File: src/rtl/pwm_compare.sv
// Registered PWM comparator behind the period counter.
// Duty updates are double-buffered and applied only at a period start.
module pwm_compare #(
  parameter int unsigned NBIT       = 5,
  parameter int unsigned MAXCOUNT   = 30,
  parameter int unsigned DUTY_RESET = 0
) (
  input  logic          clk,
  input  logic          reset,
  input  logic          enable,
  input  logic [NBIT-1:0] count_in,
  input  logic [NBIT:0] duty_in,
  input  logic          duty_valid,
  output logic          duty_ready,
  output logic          pwm_out,
  output logic          period_tick,
  output logic [NBIT:0] duty_active
);

  localparam logic [NBIT:0]   DMAX  = (NBIT+1)'(MAXCOUNT + 1);
  localparam logic [NBIT:0]   DRST  = (NBIT+1)'(DUTY_RESET);
  localparam logic [NBIT-1:0] CPRST = NBIT'(MAXCOUNT);

  logic [NBIT-1:0] cprev_q;
  logic [NBIT:0]   pend_q, pend_d;
  logic            pflag_q, pflag_d;
  logic [NBIT:0]   duty_q, duty_d;
  logic            pwm_q, pwm_d;
  logic            tick_q, tick_d;

  logic            bnd;
  logic            start;
  logic            load;
  logic            hs;
  logic [NBIT:0]   clamped;
  logic [NBIT:0]   duty_eff;

  assign bnd     = (count_in == '0) && (cprev_q != '0);
  assign start   = bnd && enable;
  assign load    = start && pflag_q;
  assign hs      = duty_valid && !pflag_q;
  assign clamped = (duty_in > DMAX) ? DMAX : duty_in;
  // A loading boundary compares against the incoming duty, not the old one.
  assign duty_eff = load ? pend_q : duty_q;

  always_comb begin
    pend_d  = pend_q;
    pflag_d = pflag_q;
    duty_d  = duty_q;
    if (load) begin
      duty_d  = pend_q;
      pflag_d = 1'b0;
    end else if (hs) begin
      pend_d  = clamped;
      pflag_d = 1'b1;
    end
    pwm_d  = enable && ({1'b0, count_in} < duty_eff);
    tick_d = start;
  end

  always_ff @(posedge clk or posedge reset) begin
    if (reset) begin
      cprev_q <= CPRST;
      pend_q  <= '0;
      pflag_q <= 1'b0;
      duty_q  <= DRST;
      pwm_q   <= 1'b0;
      tick_q  <= 1'b0;
    end else begin
      cprev_q <= count_in;
      pend_q  <= pend_d;
      pflag_q <= pflag_d;
      duty_q  <= duty_d;
      pwm_q   <= pwm_d;
      tick_q  <= tick_d;
    end
  end

  assign duty_ready  = !pflag_q;
  assign pwm_out     = pwm_q;
  assign period_tick = tick_q;
  assign duty_active = duty_q;

endmodule
File: config.mk
export PLATFORM = sky130hd
export DESIGN_NAME = pwm_compare
export DESIGN_NICKNAME = d
export VERILOG_FILES = /design/src/rtl/pwm_compare.sv
export SDC_FILE = /design/constraint.sdc
export NUM_CORES = 1
export LEC_CHECK = 0
export ABC_AREA = 1
export CAP_MARGIN = 10
export CORE_UTILIZATION = 49
export DETAILED_ROUTE_END_ITERATION = 7
export GPL_TIMING_DRIVEN = 0
export HOLD_SLACK_MARGIN = 0.15
export PLACE_DENSITY = 0.81
export SYNTH_ARGS = -nofsm -noshare
export SYNTH_HDL_FRONTEND = slang
export SYNTH_SLANG_ARGS = --single-unit
File: constraint.sdc
create_clock -name clk -period 5.9 [get_ports clk]
set_input_delay 1.18 -clock clk [delete_from_list [all_inputs] [get_ports clk]]
set_output_delay 1.18 -clock clk [all_outputs]
set_load 0.05 [all_outputs]
=== Yosys cells after proc, flatten, opt, wreduce, memory -nomap -nowiden ===
Index checks and enable logic that the tools add are counted.

* $lt $le $gt $ge: 2
* Muxes and demuxes: 4
* Bitwise operators: 1
* Reduce and logical (&&, ||, !) cells: 10

{| class="wikitable"
|+ Operators by type and width
! operator !! count
|-
| 2-to-1 mux 6 bit || 2
|-
| > comparator 6 x 5 -> 1 bit, second input constant || 1
|-
| < comparator 5 x 6 -> 1 bit || 1
|-
| logical AND 1 bit || 5
|-
| logical NOT 5 bit || 1
|-
| nonzero test 5 bit || 1
|-
| 2-to-1 mux 1 bit || 2
|-
| AND reduction 2 bit || 1
|-
| nonzero test 2 bit || 1
|-
| logical NOT 1 bit || 1
|-
| inverter 1 bit || 1
|}

* Bits in registers: 20
* Input port bits: 15
* Output and inout bits: 9
* Word-level logic and storage cells: 23

=== Logic depth before layout (Yosys ltp) ===
* Word-level depth: 7
* Gate-level depth with buffers: 14
* Gate-level depth less buffers: 14

=== Worst setup path before layout ===
No wires, ideal clock.

* Path type: input port to flip-flop
* Start: in count_in[0]
* End: reg pwm_q (netlist: pwm_out)
* Library setup time: 0.077 ns
* Data arrival time: 2.659 ns
* Required time: 5.823 ns
* Path slack: 3.163 ns
* Stages: 12
* Cells stage by stage: or2_0 > nor2_2 > nand3_2 > inv_1 > or2_2 > o21ai_0 > ha_1 > a21oi_1 > nor2_1 > nor2_1 > o21ai_1 > a21oi_1

* Word-level cells in the longest chain between the ends: 7

{| class="wikitable"
|+ RTL lines
! element !! RTL line !! RTL
|-
| start, declared || 11 || <nowiki>input logic [NBIT-1:0] count_in,</nowiki>
|-
| logical NOT 5 bit || 38 || <nowiki>assign bnd = (count_in == '0) && (cprev_q != '0);</nowiki>
|-
| logical AND 1 bit || 38 ||
|-
| logical AND 1 bit || 39 || <nowiki>assign start = bnd && enable;</nowiki>
|-
| logical AND 1 bit || 40 || <nowiki>assign load = start && pflag_q;</nowiki>
|-
| 2-to-1 mux 6 bit || -- ||
|-
| < comparator 5 x 6 -> 1 bit (*) || 57 || <nowiki>pwm_d = enable && ({1'b0, count_in} < duty_eff);</nowiki>
|-
| logical AND 1 bit (*) || 57 ||
|-
| via pwm_d || 28 || <nowiki>logic pwm_q, pwm_d;</nowiki>
|-
| end signal, assigned || 74 || <nowiki>pwm_q <= pwm_d;</nowiki>
|-
| end, declared || 28 ||
|}

The timed path passes the listed nets; every way through them passes the cells marked *.
A chain may end at the register's enable or synchronous reset.

=== Final worst setup path ===
* Start: in count_in[1]
* End: reg pwm_q (netlist: pwm_out)

The elaborated chain is that of the path after synthesis.

==> run metrics <==
failing checks=design-rule violations; status=finished with violations; gr ovfl total=0; most common cell after layout, fill and taps aside=clkdlybuf4s50_1; Synth Flop Type=dfrtp_1; number of global-route vias before repair=between 600 and 700; origin of the critical flop-to-flop path=cprev_q[3]; CP Launch Type=input pin; MaxCap Viol Count=0; Worst Hold Class=reg -> reg; fmax=between 300 and 400 MHz; DRT Wirelength=around 1700 um; CTS sink count=20; critical path class=in -> reg; Max H-tree Level=1; largest net degree at the start of global routing=21; gr usage total=20.6%; largest area contributor in the netlist=dfrtp_1; worst endpoint data arrival time=3450 ps; storage element area=roughly 510 sq um; number of port buffers=23; worst-skew pair later-pin latency=300 ps; worst-margin pin slew=719 ps; max_slew headroom=52.0%; leak pwr=0.000576 uW; Mapped Area=862 sq um; Final HPWL DP=between 1000 and 1500 um; Routed Antenna Nets=0; Final Util=73.9%; most frequent cells in the layout=23 x clkdlybuf4s50_1, 16 x inv_1, 16 x dfrtp_1, 13 x nand2_1, 11 x o21ai_0; Async S/R FF share, synth=100%; Post-synth EDFFs=0; Yosys top cell area share=46.4%; setup bufs post-CTS=0; Netlist cell types=19; # IOs=24; initial antenna violation count=0; full die area=1930 sq um; RSZ-0062 raised after global routing=no; area delta synth->final=35.1%; Core ar.=1580 sq um; post-CTS sizing=0; Synth Area per Inst=around 9.6 sq um; Mapped Cells=90; setup TNS=0 ps; Final Cycle Share=between 50% and 60%; die height=43.9 um; Worst-path clk slew=120 ps; CP Capture Type=flip-flop; flops & latches, synth=20; skew final=around 9 ps; register area share after synthesis=58.6%; Initial Util=a little over half; Max FO, Critical Path=8; 1st-iter DRT viols=17; hold buffers post-CTS=0; vias per cell=5.24; TritonRoute pass-1 iters=8; Die Wd=43.9 um; DRC=3; clock root buffer=clkbuf_4; fin. max-slew vios=0; routed via count=697; Final Power=482 uW; Post-Syn Nets=~110; CTS Buf Count=3; hold path startpoint=pend_q[1]; Final min period=~3200 ps; power per cell area=between 400 and 500 nW/um^2; placed insts=129; final hold violations=0; Required @ worst endpoint=6120 ps; Multi-input gate area=297 sq um; Post-Layout Cell Count=roughly 130; first-pass GRT wire length=2810 um; Fill cells=122; Synth Warn #=0; Max Root-Sink Buffers=2; # rows=14; GP Congestion=0.763; Wirelength per Cell=12.6 um; ranking of synthesized cells by area=dfrtp_1 46%, dfstp_2 12%, inv_1 7.0%; diode count=0; Nets=137; VDD IR max=0.000290 V; Worst Setup SP=count_in[1]; CTS tree=done; share of post-route cells with drive strength above 1=13.7%; # setup viols final=0
synth_stat cells (2+ instances only):
cell type  number
nand2_1        13
nor2_1          9
o21ai_0        11
ha_1            4
nand3_1         2
a21oi_1         2
or2_2           4
inv_1          16
dfrtp_1        16
dfstp_2         4
metrics by stage:
| stage | hold WS (ps) | area (sq um) | setup slack, ps |
|---|---|---|---|
| final | 498 | 1160 | 2680 |
| after global routing | 511 | 1160 | 2540 |
| after CTS | 494 | 1160 | 2680 |
| after detailed placement | 461 | 1110 | 2430 |
| after global placement | 450 | 1110 | 2510 |
| after floorplan | 437 | 862 | 3160 |
final timing paths:
path / end / slack (ps) / cells after the start
max: pwm_out / 2680 / 13
min: pend_q[1] / 500 / 2
max reg2reg: pwm_out / 3690 / 12
min reg2reg: pend_q[1] / 500 / 2
max in group asynchronous: pend_q[4] / 4160 / 2
min in group asynchronous: pend_q[0] / 1280 / 2
report_power, final:
group          internal [uW]  switching (uW)
Clock                   68.6            43.1
Combinational           65.2             112
Sequential               173            19.4
sequential cells by signal, summed over array words and instances (netlist names):
register     flops
duty_active      6
pend_q           6
cprev_q          5
period_tick      1
pflag_q          1
pwm_out          1
logic make-up (layout without fill, tap and decap cells):
logic type               after synthesis  after routing  share of synthesized area, %
AND/OR/NAND/NOR                       35             35                          19.5
flip-flops                            20             20                          58.6
buffers and inverters                 16             43                          6.97
AO/OA/AOI/OAI                         15             15                          9.14
adder cells (fa/ha/maj)                4              4                          5.81
area by class of cell:
type / instances / share of cell area, %
flip-flops and latches: 20 / 43.4
multi-input cells: 54 / 25.5
repair buffers: 23 / 19.8
inverters: 16 / 5.16
clock inverters: 1 / 2.58
clock buffers: 3 / 1.93
well taps: 16 / 1.72
critical path: stages:
cell	delay, ps
clkdlybuf4s50_1	450
or2_0	230
nor2_2	180
nand3_2	200
inv_1	150
or2_2	120
o21ai_0	110
ha_1	320
a21oi_1	170
nor2_1	60
nor2_1	90
o21ai_1	70
a21oi_1	120
layer usage:
layer | up-vias | global-route usage [%] | routed length, um
met5 | - | 0 | 0
met4 | 0 | 9.09 | 13
met3 | 2 | 4.17 | 87
met2 | 21 | 34.0 | 861
met1 | 338 | 26.2 | 718
li1 | 336 | - | -
No activity file was read; power rests on OpenSTA's default activity.
